## src/rtl/lsu_split_unit_if.sv

```systemverilog
// Request/response and Memory port-2 signal bundle for lsu_split_unit.
interface lsu_split_unit_if;
    // pipeline request
    logic        req_valid;
    logic        req_ready;
    logic [31:0] req_addr;
    logic [31:0] req_wdata;
    logic        req_we;
    logic [1:0]  req_size;
    logic        req_sign;
    // completion
    logic        resp_valid;
    logic [31:0] resp_rdata;
    logic        resp_err;
    // Memory data port 2
    logic [31:0] MEM_ADDR2;
    logic [31:0] MEM_DIN2;
    logic        MEM_WRITE2;
    logic        MEM_READ2;
    logic [1:0]  MEM_SIZE;
    logic        MEM_SIGN;
    logic [31:0] MEM_DOUT2;

    modport slave (
        input  req_valid, req_addr, req_wdata, req_we, req_size, req_sign, MEM_DOUT2,
        output req_ready, resp_valid, resp_rdata, resp_err,
               MEM_ADDR2, MEM_DIN2, MEM_WRITE2, MEM_READ2, MEM_SIZE, MEM_SIGN
    );

    modport master (
        output req_valid, req_addr, req_wdata, req_we, req_size, req_sign, MEM_DOUT2,
        input  req_ready, resp_valid, resp_rdata, resp_err,
               MEM_ADDR2, MEM_DIN2, MEM_WRITE2, MEM_READ2, MEM_SIZE, MEM_SIGN
    );
endinterface

```

## src/rtl/lsu_split_unit.sv

```systemverilog
// Load/store sequencer in front of Memory port 2: word-contained accesses
// pass straight through, word-crossing loads become two aligned word reads
// merged here, word-crossing stores become a run of byte stores.
module lsu_split_unit #(
    parameter logic [31:0] IO_BASE  = 32'h1100_0000,
    parameter bit          SPLIT_EN = 1'b1
) (
    input logic          CLK,
    input logic          RST_N,
    lsu_split_unit_if.slave bus
);

    typedef enum logic [2:0] {
        IDLE, ERR, LD_A, LD_A_W, LD_B, LD_B_W, ST_PASS, ST_BYTE
    } state_t;

    state_t      state;
    logic [31:0] a_q;
    logic [31:0] wdata_q;
    logic [31:0] w0_q;
    logic [1:0]  size_q;
    logic [1:0]  k_q;
    logic        sign_q;
    logic        cross_q;

    logic        resp_valid_q;
    logic [31:0] resp_rdata_q;
    logic        resp_err_q;
    logic [31:0] mem_addr_q;
    logic [31:0] mem_din_q;
    logic        mem_write_q;
    logic        mem_read_q;
    logic [1:0]  mem_size_q;
    logic        mem_sign_q;

    logic [2:0]  req_nbytes;
    logic        req_cross;
    logic [31:0] shifted;
    logic [31:0] merged;

    // index of the final byte of a split store
    function automatic logic [1:0] last_k(input logic [1:0] sz);
        case (sz)
            2'd0:    return 2'd0;
            2'd1:    return 2'd1;
            default: return 2'd3;
        endcase
    endfunction

    // classify the incoming request: width and whether it crosses a word
    always_comb begin
        case (bus.req_size)
            2'd0:    req_nbytes = 3'd1;
            2'd1:    req_nbytes = 3'd2;
            default: req_nbytes = 3'd4;
        endcase
        req_cross = SPLIT_EN && (bus.req_addr < IO_BASE)
                    && (({1'b0, bus.req_addr[1:0]} + req_nbytes) > 3'd4);
    end

    // merge the two words of a split load, then truncate and extend
    always_comb begin
        shifted = 32'({bus.MEM_DOUT2, w0_q} >> {a_q[1:0], 3'b000});
        case (size_q)
            2'd0:    merged = {{24{sign_q & shifted[7]}}, shifted[7:0]};
            2'd1:    merged = {{16{sign_q & shifted[15]}}, shifted[15:0]};
            default: merged = shifted;
        endcase
    end

    // sequencer: state, latched request and all registered outputs
    always_ff @(posedge CLK or negedge RST_N) begin
        if (!RST_N) begin
            state        <= IDLE;
            a_q          <= '0;
            wdata_q      <= '0;
            w0_q         <= '0;
            size_q       <= '0;
            k_q          <= '0;
            sign_q       <= 1'b0;
            cross_q      <= 1'b0;
            resp_valid_q <= 1'b0;
            resp_rdata_q <= '0;
            resp_err_q   <= 1'b0;
            {mem_addr_q, mem_din_q, mem_write_q, mem_read_q, mem_size_q, mem_sign_q} <= '0;
        end else begin
            resp_valid_q <= 1'b0;
            resp_err_q   <= 1'b0;
            case (state)
                IDLE: begin
                    if (bus.req_valid) begin
                        a_q     <= bus.req_addr;
                        wdata_q <= bus.req_wdata;
                        size_q  <= bus.req_size;
                        sign_q  <= bus.req_sign;
                        cross_q <= req_cross;
                        k_q     <= '0;
                        if (bus.req_size == 2'd3) begin
                            state <= ERR;
                        end else if (!bus.req_we) begin
                            state      <= LD_A;
                            mem_read_q <= 1'b1;
                            if (req_cross) begin
                                mem_addr_q <= {bus.req_addr[31:2], 2'b00};
                                mem_size_q <= 2'd2;
                                mem_sign_q <= 1'b0;
                            end else begin
                                mem_addr_q <= bus.req_addr;
                                mem_size_q <= bus.req_size;
                                mem_sign_q <= bus.req_sign;
                            end
                        end else if (!req_cross) begin
                            state       <= ST_PASS;
                            mem_write_q <= 1'b1;
                            mem_addr_q  <= bus.req_addr;
                            mem_size_q  <= bus.req_size;
                            mem_din_q   <= bus.req_wdata;
                        end else begin
                            state       <= ST_BYTE;
                            mem_write_q <= 1'b1;
                            mem_addr_q  <= bus.req_addr;
                            mem_size_q  <= 2'd0;
                            mem_din_q   <= {24'b0, bus.req_wdata[7:0]};
                        end
                    end
                end
                ERR: begin
                    state        <= IDLE;
                    resp_valid_q <= 1'b1;
                    resp_err_q   <= 1'b1;
                    resp_rdata_q <= '0;
                end
                LD_A: begin
                    state      <= LD_A_W;
                    mem_read_q <= 1'b0;
                end
                LD_A_W: begin
                    if (cross_q) begin
                        state      <= LD_B;
                        w0_q       <= bus.MEM_DOUT2;
                        mem_addr_q <= {a_q[31:2], 2'b00} + 32'd4;
                        mem_read_q <= 1'b1;
                    end else begin
                        state        <= IDLE;
                        resp_valid_q <= 1'b1;
                        resp_rdata_q <= bus.MEM_DOUT2;
                        {mem_addr_q, mem_din_q, mem_write_q, mem_read_q, mem_size_q, mem_sign_q} <= '0;
                    end
                end
                LD_B: begin
                    state      <= LD_B_W;
                    mem_read_q <= 1'b0;
                end
                LD_B_W: begin
                    state        <= IDLE;
                    resp_valid_q <= 1'b1;
                    resp_rdata_q <= merged;
                    {mem_addr_q, mem_din_q, mem_write_q, mem_read_q, mem_size_q, mem_sign_q} <= '0;
                end
                ST_PASS: begin
                    state        <= IDLE;
                    resp_valid_q <= 1'b1;
                    resp_rdata_q <= '0;
                    {mem_addr_q, mem_din_q, mem_write_q, mem_read_q, mem_size_q, mem_sign_q} <= '0;
                end
                ST_BYTE: begin
                    if (k_q == last_k(size_q)) begin
                        state        <= IDLE;
                        resp_valid_q <= 1'b1;
                        resp_rdata_q <= '0;
                        {mem_addr_q, mem_din_q, mem_write_q, mem_read_q, mem_size_q, mem_sign_q} <= '0;
                    end else begin
                        k_q        <= k_q + 2'd1;
                        mem_addr_q <= a_q + {30'b0, k_q + 2'd1};
                        mem_din_q  <= {24'b0, wdata_q[{k_q + 2'd1, 3'b000} +: 8]};
                    end
                end
                default: state <= IDLE;
            endcase
        end
    end

    // ready is gated by reset so it reads 0 while reset is held
    assign bus.req_ready  = RST_N && (state == IDLE);
    assign bus.resp_valid = resp_valid_q;
    assign bus.resp_rdata = resp_rdata_q;
    assign bus.resp_err   = resp_err_q;
    assign bus.MEM_ADDR2  = mem_addr_q;
    assign bus.MEM_DIN2   = mem_din_q;
    assign bus.MEM_WRITE2 = mem_write_q;
    assign bus.MEM_READ2  = mem_read_q;
    assign bus.MEM_SIZE   = mem_size_q;
    assign bus.MEM_SIGN   = mem_sign_q;

endmodule

```

## src/flat_wrapper.sv

```systemverilog
// flat-port wrapper written by rule: the top's interface ports become plain ports
module lsu_split_unit_flat 
#(
    parameter logic [31:0] IO_BASE  = 32'h1100_0000,
    parameter bit          SPLIT_EN = 1'b1
)
  (CLK, RST_N, bus_req_valid, bus_req_addr, bus_req_wdata, bus_req_we, bus_req_size, bus_req_sign, bus_MEM_DOUT2, bus_req_ready, bus_resp_valid, bus_resp_rdata, bus_resp_err, bus_MEM_ADDR2, bus_MEM_DIN2, bus_MEM_WRITE2, bus_MEM_READ2, bus_MEM_SIZE, bus_MEM_SIGN);
  lsu_split_unit_if bus_i ();
  input logic CLK;
  input logic RST_N;
  input wire logic [$bits(bus_i.req_valid)-1:0] bus_req_valid;
  input wire logic [$bits(bus_i.req_addr)-1:0] bus_req_addr;
  input wire logic [$bits(bus_i.req_wdata)-1:0] bus_req_wdata;
  input wire logic [$bits(bus_i.req_we)-1:0] bus_req_we;
  input wire logic [$bits(bus_i.req_size)-1:0] bus_req_size;
  input wire logic [$bits(bus_i.req_sign)-1:0] bus_req_sign;
  input wire logic [$bits(bus_i.MEM_DOUT2)-1:0] bus_MEM_DOUT2;
  output wire logic [$bits(bus_i.req_ready)-1:0] bus_req_ready;
  output wire logic [$bits(bus_i.resp_valid)-1:0] bus_resp_valid;
  output wire logic [$bits(bus_i.resp_rdata)-1:0] bus_resp_rdata;
  output wire logic [$bits(bus_i.resp_err)-1:0] bus_resp_err;
  output wire logic [$bits(bus_i.MEM_ADDR2)-1:0] bus_MEM_ADDR2;
  output wire logic [$bits(bus_i.MEM_DIN2)-1:0] bus_MEM_DIN2;
  output wire logic [$bits(bus_i.MEM_WRITE2)-1:0] bus_MEM_WRITE2;
  output wire logic [$bits(bus_i.MEM_READ2)-1:0] bus_MEM_READ2;
  output wire logic [$bits(bus_i.MEM_SIZE)-1:0] bus_MEM_SIZE;
  output wire logic [$bits(bus_i.MEM_SIGN)-1:0] bus_MEM_SIGN;
  assign bus_i.req_valid = bus_req_valid;
  assign bus_i.req_addr = bus_req_addr;
  assign bus_i.req_wdata = bus_req_wdata;
  assign bus_i.req_we = bus_req_we;
  assign bus_i.req_size = bus_req_size;
  assign bus_i.req_sign = bus_req_sign;
  assign bus_i.MEM_DOUT2 = bus_MEM_DOUT2;
  assign bus_req_ready = bus_i.req_ready;
  assign bus_resp_valid = bus_i.resp_valid;
  assign bus_resp_rdata = bus_i.resp_rdata;
  assign bus_resp_err = bus_i.resp_err;
  assign bus_MEM_ADDR2 = bus_i.MEM_ADDR2;
  assign bus_MEM_DIN2 = bus_i.MEM_DIN2;
  assign bus_MEM_WRITE2 = bus_i.MEM_WRITE2;
  assign bus_MEM_READ2 = bus_i.MEM_READ2;
  assign bus_MEM_SIZE = bus_i.MEM_SIZE;
  assign bus_MEM_SIGN = bus_i.MEM_SIGN;
  lsu_split_unit #(.IO_BASE(IO_BASE), .SPLIT_EN(SPLIT_EN)) u_core (.CLK(CLK), .RST_N(RST_N), .bus(bus_i));
endmodule
```

## config.mk

```make
export PLATFORM = sky130hd
export DESIGN_NAME = lsu_split_unit_flat
export DESIGN_NICKNAME = d
export VERILOG_FILES = /design/src/rtl/lsu_split_unit_if.sv /design/src/rtl/lsu_split_unit.sv /design/src/flat_wrapper.sv
export SDC_FILE = /design/constraint.sdc
export NUM_CORES = 1
export LEC_CHECK = 0
export ABC_AREA = 0
export CORE_MARGIN = 1.5
export CORE_UTILIZATION = 57
export DETAILED_ROUTE_END_ITERATION = 6
export GPL_TIMING_DRIVEN = 0
export PLACE_DENSITY = 0.95
export SLEW_MARGIN = 15
export SYNTH_ARGS = -nofsm -noshare
export SYNTH_HDL_FRONTEND = slang
export SYNTH_SLANG_ARGS = --single-unit
```

## constraint.sdc

```tcl
create_clock -name CLK -period 5 [get_ports CLK]
set_clock_uncertainty 0.15 [all_clocks]
set_input_delay 1.5 -clock CLK [delete_from_list [all_inputs] [get_ports CLK]]
set_output_delay 1.5 -clock CLK [all_outputs]
set_load 0.005 [all_outputs]
```

==> results of run 1 <==
[cell families (layout without fill, tap and decap cells)]
| group | count (synthesis) | after routing | share of synthesized area, % |
|---|---|---|---|
| flip-flops | 208 | 208 | 49.2 |
| adder cells (fa/ha/maj) | 6 | 6 | 0.851 |
| buffers and inverters | 93 | 336 | 3.94 |
| AO/OA/AOI/OAI | 251 | 251 | 15.7 |
| XOR/XNOR | 7 | 7 | 0.579 |
| multiplexers | 52 | 52 | 9.67 |
| AND/OR/NAND/NOR | 497 | 497 | 20.0 |
[registers in the layout, summed over array words and instances, names as in the netlist, 2 cells and up]
signal	flops
u_core.bus.MEM_DIN2	32
u_core.bus.MEM_SIZE	2
u_core.w0_q	32
u_core.size_q	2
u_core.bus.resp_rdata	32
u_core.bus.MEM_ADDR2	32
u_core.state	3
u_core.k_q	2
u_core.wdata_q	32
u_core.a_q	32
[where the power goes]
part / leakage, nW / internal [mW] / switching, mW
logic: 3.06 / 2.02 / 2.26
registers: 2.45 / 2.51 / 0.656
clock network: 0.349 / 0.957 / 0.669
[routing by layer]
metal / share of wire, % / wire length (um) / track usage (%) / vias to the layer above
li1: - / - / - / 4408
met1: 38 / 13100 / 49.1 / 4878
met2: 46 / 16000 / 56.1 / 768
met3: 12 / 4050 / 7.43 / 133
met4: 4.1 / 1430 / 15.8 / 0
met5: 0 / 0 / 0 / -
[critical path, stage by stage]
cell	delay (ns)
buf_12	0.37
buf_16	0.41
and2_1	0.20
clkdlybuf4s50_1	0.50
[cell type report]
type	count	area (um^2)
Tap cell	229	287
Timing Repair Buffer	206	2090
Sequential cell	208	5200
Fill cell	1192	4420
Buffer	81	372
Multi-Input combinational cell	813	4960
Inverter	12	45.0
Clock buffer	30	611
Clock inverter	7	96.3
[metrics by stage]
stage,power (mW),std cells,setup TNS [ns]
global route,9.58,1586,0
floorplan,5.45,1114,0
finish,9.07,1586,0
CTS,8.99,1586,0
detailed placement,7.32,1549,0
global placement,7.13,1548,-1302.19
[how the worst max path moves through the flow]
stage	from	to	cells after the start
after floorplan	bus_req_size[1]	u_core.bus.MEM_DIN2[11]	10
after global placement	RST_N	bus_req_ready	3
after detailed placement	RST_N	bus_req_ready	4
after CTS	RST_N	bus_req_ready	4
after global routing	RST_N	bus_req_ready	4
final	RST_N	bus_req_ready	4
[timing repair]
item | CTS | global route
hold endpoints to repair | 0 | 0
endpoints found under the setup margin | 0 | 1
resized for setup | 0 | 1
[Yosys cell counts (13+ instances only)]
master / n / share of area [%]
a22o_1: 26 / 2.2
nor2_1: 72 / 2.6
mux4_2: 40 / 8.5
nor3_1: 13 / 0.61
dfrtp_1: 208 / 49
a21oi_1: 65 / 3.1
buf_2: 14 / 0.66
clkbuf_1: 49 / 1.7
nand3_1: 14 / 0.66
a22oi_1: 25 / 1.8
o21ai_0: 55 / 2.6
a221oi_1: 18 / 1.5
nand2_1: 346 / 12
==> results by group, run 1 <==
STA
  – Final Setup Violations: 0
  – Slew margin rel.: 29.5%
  – Fin crit period: 4.71 ns
  – Slew Limit Fails: 0
  – Hold WS: 0.325 ns
  – RSZ-0062 raised after global routing: false
  – Min setup slack post-route: 0.295 ns
  – Fmax: 0.213 GHz
  – Post-route clock period utilization: 94.1%
  – Final hold viol count: 0
  – Worst Tran Pin Value: 1.05 ns

Clock network
  – Bufs on Longest Clock Path: 3
  – Hold-fix buffers, CTS: 0
  – CTS root buffer: clkbuf_16
  – Clk sink count: 208
  – # Post-CTS Setup Buffers: 0
  – Clock slew at reported path FFs: 0.05 ns
  – Clock H-tree levels: 1
  – CTS tree: yes
  – Total CTS buffers: 22
  – Later-pin clock latency in the skew report: 0.51 ns

Floorplanning
  – Starting Density: 58.5%
  – Die area: 0.0194 mm^2
  – Row Count: 49
  – Die X: 139 um
  – Number of I/O pins: 207
  – Core footprint: 0.0181 mm^2
  – Die H: 139 um

Routing
  – DRT Pass-1 Iters: 7
  – DR WL/cell: 21.8 um
  – Post-route ant nets: 0
  – Post-Route WL: 34,600 um
  – Vias per cell: 6.42
  – DR iter-0 viols: 1,250
  – # DRC: 16
  – Via count: 10,200

Setup path
  – R2r worst-path depth: 10
  – Worst r2r src: u_core.a_q[1]
  – Reg2reg setup slack: 0.88 ns
  – Critical Path End Type: primary output
  – Critical path class: in2out
  – Arrival @ worst endpoint: 3.06 ns
  – CP required: 3.35 ns
  – Worst r2r dst: u_core.bus.MEM_ADDR2[20]
  – Crit path max fanout: 110
  – Worst Setup Start Kind: primary input

Pwr
  – Pwr Density: 664 mW/mm^2
  – Leak: 5.86 nW
  – Peak supply drop: 0.349 mV

Hold path
  – Hold wc startpoint: u_core.w0_q[1]
  – Worst Hold End: u_core.w0_q[1]
  – Worst hold path depth: 2
  – HP Class: reg2reg

Place
  – Setup WS pre-CTS: 0.00520 ns
  – Placed Area: 0.0130 mm^2
  – Placed wire-length estimate: 24,500 um
  – Port bufs: 205
  – Gpl congestion: 0.942

Layout
  – Area grow syn2layout: 29.1%
  – Design area: 0.0137 mm^2
  – Most common cell after layout, fill and taps aside: nand2_1
  – Ant diodes: 0
  – Share of cells above drive strength 1: 8.18%
  – Post-layout net count: 1,453
  – Most frequent cells in the layout: nand2_1, dfrtp_1, clkdlybuf4s50_1
  – Final Util: 75.6%

GRT
  – Pin count of the biggest net entering global routing: 111
  – Grt ovf: 0
  – Tot GR Track Use: 35.9%
  – First-pass GRT wire length: 55,000 um
  – Vias in the first global route: 10,300
  – Initial antenna violation count: 0

Yosys
  – Mean Syn Cell Area: 9.50 um^2
  – EDFF count, synth: 0
  – Synth Flop Type: dfrtp_1
  – Synth warnings: 0
  – Async SR Flop Fraction: 100%
  – Net count after synthesis: 1,223
  – Synthesized cell area: 0.0106 mm^2
  – Post-synthesis sequential area ratio: 49.2%
  – Flop and latch count out of synthesis: 208
  – Post-Syn Instances: 1,114
  – Unique masters post-synth: 76

Job
  – Maxcap violations: 0

Run status
  – Failing checks: DRC
  – Outcome: complete, but fails checks
Power figures use the tool's default switching activity.
==> run 2, diff against run 1 <==
CORE_UTILIZATION = 60   (was 57)
DONT_BUFFER_PORTS = 1   (was unset)
PLACE_DENSITY = 0.84   (was 0.95)
clock period = 4.9 ns   (was 5 ns; I/O delays follow)
==> results by group, run 2 (synthesis results as in run 1) <==
Run status
  – Outcome: complete, no violations

Pwr
  – Peak supply drop: 0.384 mV
  – Pwr Density: 719 mW/mm^2
  – Tot Pwr: 8.32 mW
  – Leak: 5.04 nW

Setup path
  – Worst r2r dst: u_core.bus.MEM_ADDR2[18]
  – Crit path max fanout: 10
  – Critical path class: reg2reg
  – Worst path max stage delay: 0.73 ns
  – Critical Path End Type: flop
  – Max stage delay cell, worst path: clkbuf_1
  – Reg2reg setup slack: 0.77 ns
  – CP delay by family, top: buffers and inverters
  – Worst r2r src: u_core.a_q[1]
  – Cell mode on critical path: clkbuf_1
  – CP required: 5.18 ns
  – R2r worst-path depth: 10
  – Arrival @ worst endpoint: 4.40 ns
  – Crit-path cells: buf_2, buf_1, clkbuf_1, inv_1, fa_1, clkbuf_1, nand2_1, nor3b_1, o21ai_0, o22ai_1
  – CP Buf/Inv Count: 5
  – Worst Setup Start Kind: flop

GRT
  – Pin count of the biggest net entering global routing: 210
  – Initial antenna violation count: 0
  – Tot GR Track Use: 35.1%
  – Grt ovf: 0
  – Vias in the first global route: 9,036
  – First-pass GRT wire length: 49,700 um

Floorplanning
  – Die H: 136 um
  – Core footprint: 0.0172 mm^2
  – Row Count: 48
  – Number of I/O pins: 207
  – Die area: 0.0184 mm^2
  – Starting Density: 61.4%
  – Die X: 136 um

Routing
  – DR iter-0 viols: 1,024
  – # DRC: 0
  – Post-Route WL: 32,200 um
  – Via count: 9,236
  – Vias per cell: 6.70
  – DR WL/cell: 23.3 um
  – Post-route ant nets: 0
  – DRT Pass-1 Iters: 6

Clock network
  – Later-pin clock latency in the skew report: 0.51 ns
  – CTS tree: yes
  – Bufs on Longest Clock Path: 3
  – Clk sink count: 208
  – Clock H-tree levels: 1
  – CTS root buffer: clkbuf_16
  – Total CTS buffers: 22
  – # Post-CTS Setup Buffers: 0
  – Hold-fix buffers, CTS: 0
  – Clock slew at reported path FFs: 0.06 ns
  – Post_cts resized: 0

Layout
  – Area grow syn2layout: 9.33%
  – Design area: 0.0116 mm^2
  – Non-Filler Instances: 1,378
  – Most common cell after layout, fill and taps aside: nand2_1
  – Fillers: 1,338
  – Final Util: 67.1%
  – Share of cells above drive strength 1: 9.54%
  – Most frequent cells in the layout: nand2_1, dfrtp_1, nor2_1
  – Ant diodes: 0
  – Post-layout net count: 1,247

STA
  – Fin Setup TNS: 0 ns
  – RSZ-0062 raised after global routing: false
  – Final hold viol count: 0
  – Slew margin rel.: 27.5%
  – Slew Limit Fails: 0
  – Fmax: 0.242 GHz
  – Hold WS: 0.325 ns
  – Worst Tran Pin Value: 1.08 ns
  – Min setup slack post-route: 0.775 ns
  – Final Setup Violations: 0
  – Fin crit period: 4.13 ns
  – Post-route clock period utilization: 84.2%

Place
  – Gpl congestion: 0.985
  – Post-Place Cells: 1,339
  – Placed wire-length estimate: 22,400 um
  – Setup WS pre-CTS: 0.661 ns
  – Placed Area: 0.0109 mm^2
  – Port bufs: 0

Hold path
  – Worst Hold End: u_core.wdata_q[3]
  – Worst hold path depth: 2
  – Hold wc startpoint: u_core.wdata_q[3]
  – HP Class: reg2reg

Job
  – Maxcap violations: 0
[run 2: final cells by class]
cell class	count	area (um^2)	area share, %
inverters	12	45.0	0.389
well taps	225	282	2.43
plain buffers	81	372	3.21
flip-flops and latches	208	5200	45.0
clock buffers	31	626	5.41
clock inverters	8	80.1	0.692
multi-input cells	813	4960	42.9
[run 2: where the power goes]
part | internal, mW | switching [mW] | total [mW] | leakage [nW]
Clock | 0.949 | 0.710 | 1.66 | 0.336
Sequential | 2.56 | 0.742 | 3.30 | 2.45
Combinational | 1.35 | 2.01 | 3.36 | 2.25
[run 2: worst max path at each step]
stage | startpoint | endpoint | depth (start not counted)
final | u_core.a_q[1] | u_core.bus.MEM_ADDR2[18] | 10
after global routing | u_core.a_q[1] | u_core.bus.MEM_ADDR2[18] | 10
after CTS | u_core.a_q[1] | u_core.bus.MEM_ADDR2[26] | 10
after detailed placement | bus_req_size[1] | u_core.bus.MEM_DIN2[26] | 10
after global placement | bus_req_size[1] | u_core.bus.MEM_DIN2[28] | 10
after floorplan | bus_req_size[1] | u_core.bus.MEM_DIN2[11] | 10
[run 2: worst min-delay path, cell delays in order, from the launching register on]
cell     delay [ns]
dfrtp_1        0.34
nand2_1        0.05
nand2_1        0.05
[run 2: per-layer routing]
layer,vias up,routed length [um],global-route usage [%]
li1,3999,-,-
met1,4468,12300,47.9
met2,667,14400,53.6
met3,102,4330,11.1
met4,0,1090,11.5
met5,-,0,0
==> run 3, diff against run 2 <==
CORE_UTILIZATION = 58   (was 60)
clock period = 3.4 ns   (was 4.9 ns; I/O delays follow)
==> results by group, run 3 (synthesis results as in run 1) <==
Setup path
  – Crit-path cells: clkbuf_1, nor2_1, ha_1, inv_1, fa_1, inv_1, o2111ai_1, nor3b_4, buf_2, a22o_1
  – Critical Path End Type: flop
  – Critical path class: in2reg
  – Cell mode on critical path: inv_1
  – CP required: 3.69 ns
  – Worst Setup Start Kind: primary input
  – Worst path max stage delay: 0.50 ns
  – Max stage delay cell, worst path: o2111ai_1
  – Crit path max fanout: 10
  – Arrival @ worst endpoint: 3.56 ns

GRT
  – Pin count of the biggest net entering global routing: 210
  – First-pass GRT wire length: 50,800 um
  – Vias in the first global route: 9,322
  – Initial antenna violation count: 0
  – Tot GR Track Use: 33.4%
  – Grt ovf: 0

Floorplanning
  – Die H: 138 um
  – Die X: 138 um
  – Die area: 0.0191 mm^2
  – Core footprint: 0.0179 mm^2
  – Number of I/O pins: 207
  – Row Count: 49
  – Starting Density: 59.1%

Layout
  – Seq. cell area: 0.00520 mm^2
  – Multi-input gate area: 0.00497 mm^2
  – Fillers: 1,384
  – Non-Filler Instances: 1,381
  – Ant diodes: 0
  – Design area: 0.0117 mm^2
  – Share of cells above drive strength 1: 10.3%
  – Post-layout net count: 1,246
  – Most common cell after layout, fill and taps aside: nand2_1
  – Most frequent cells in the layout: nand2_1, dfrtp_1, nor2_1
  – Area grow syn2layout: 10.5%

Clock network
  – Clock H-tree levels: 1
  – Clock slew at reported path FFs: 0.06 ns
  – Clk sink count: 208
  – Bufs on Longest Clock Path: 3
  – CTS tree: yes
  – Later-pin clock latency in the skew report: 0.51 ns
  – Hold-fix buffers, CTS: 0
  – CTS root buffer: clkbuf_16
  – Total CTS buffers: 22

Routing
  – Via count: 9,348
  – DR iter-0 viols: 1,285
  – Vias per cell: 6.77
  – Post-route ant nets: 0
  – # DRC: 0
  – DRT Pass-1 Iters: 7
  – Post-Route WL: 32,300 um
  – DR WL/cell: 23.4 um

Place
  – Port bufs: 0
  – Placed wire-length estimate: 22,500 um
  – Gpl congestion: 0.939
  – Post-Place Cells: 1,343
  – Setup WS pre-CTS: -0.486 ns
  – Placed Area: 0.0109 mm^2

Run status
  – Outcome: complete, no violations

STA
  – RSZ-0062 raised after global routing: false
  – Final hold viol count: 0
  – Fmax: 0.306 GHz
  – Fin crit period: 3.27 ns
  – Final Setup Violations: 0
  – Slew Limit Fails: 0
  – Worst Tran Pin Value: 1.08 ns
  – Post-route clock period utilization: 96.2%
  – Slew margin rel.: 28.0%
  – Hold WS: 0.0570 ns
  – Min setup slack post-route: 0.131 ns

Pwr
  – Pwr Density: 1050 mW/mm^2
  – Tot Pwr: 12.3 mW
  – Peak supply drop: 0.833 mV
  – Leak: 5.11 nW

Hold path
  – HP Class: in2async

Job
  – Maxcap violations: 0
## run 3: cell type report
class                   instances  share of cell area, %
flip-flops and latches        208                   44.5
multi-input cells             813                   42.5
clock buffers                  29                   5.46
plain buffers                  80                   3.18
well taps                     229                   2.45
clock inverters                10                   1.54
inverters                      12                  0.385
## run 3: final timing paths
path	startpoint	to	slack [ns]	cells past startpoint
max in group asynchronous	RST_N	u_core.bus.MEM_DIN2[22]	2.73	0
worst min register to register	u_core.wdata_q[6]	u_core.wdata_q[6]	0.33	2
worst max-delay path	bus_req_size[1]	u_core.bus.MEM_DIN2[25]	0.13	10
worst min-delay path	RST_N	u_core.bus.MEM_ADDR2[9]	0.06	0
min in group CLK	u_core.wdata_q[6]	u_core.wdata_q[6]	0.33	2
worst max register to register	u_core.a_q[1]	u_core.bus.MEM_ADDR2[26]	0.19	9
## run 3: metal layers
| layer | routed length [um] | up-vias | global-route usage (%) |
|---|---|---|---|
| met5 | 0 | - | 0 |
| met3 | 4280 | 135 | 10.7 |
| met1 | 12000 | 4519 | 44.7 |
| met4 | 1650 | 0 | 16.3 |
| met2 | 14300 | 690 | 49.7 |
| li1 | - | 4004 | - |
## run 3: repair_timing
item | CTS | global route
resized for setup | 2 | 4
buffers inserted | 0 | 0
setup endpoints to repair | 16 | 21
## run 3: critical path: cells and delay by family
| kind | cells | cell delay (ns) |
|---|---|---|
| and+or+nand+nor | 2 | 0.62 |
| buffers and inverters | 4 | 0.63 |
| adders and majority gates | 2 | 0.62 |
| AOI/OAI and AO/OA | 2 | 0.68 |
## run 3: power by group
group / switching, mW / total, mW / leakage, nW / internal (mW)
combinational: 2.86 / 4.81 / 2.26 / 1.95
sequential: 1.10 / 4.79 / 2.45 / 3.69
clock: 1.01 / 2.71 / 0.397 / 1.70
## run 3: per-stage QoR
step | setup TNS [ns] | utilization (%)
after global placement | -11.11 | 60.7
final | 0 | 65.3
after floorplan | 0 | -
after global routing | 0 | 65.3
after detailed placement | -11.65 | 60.7
after CTS | 0 | 65.3
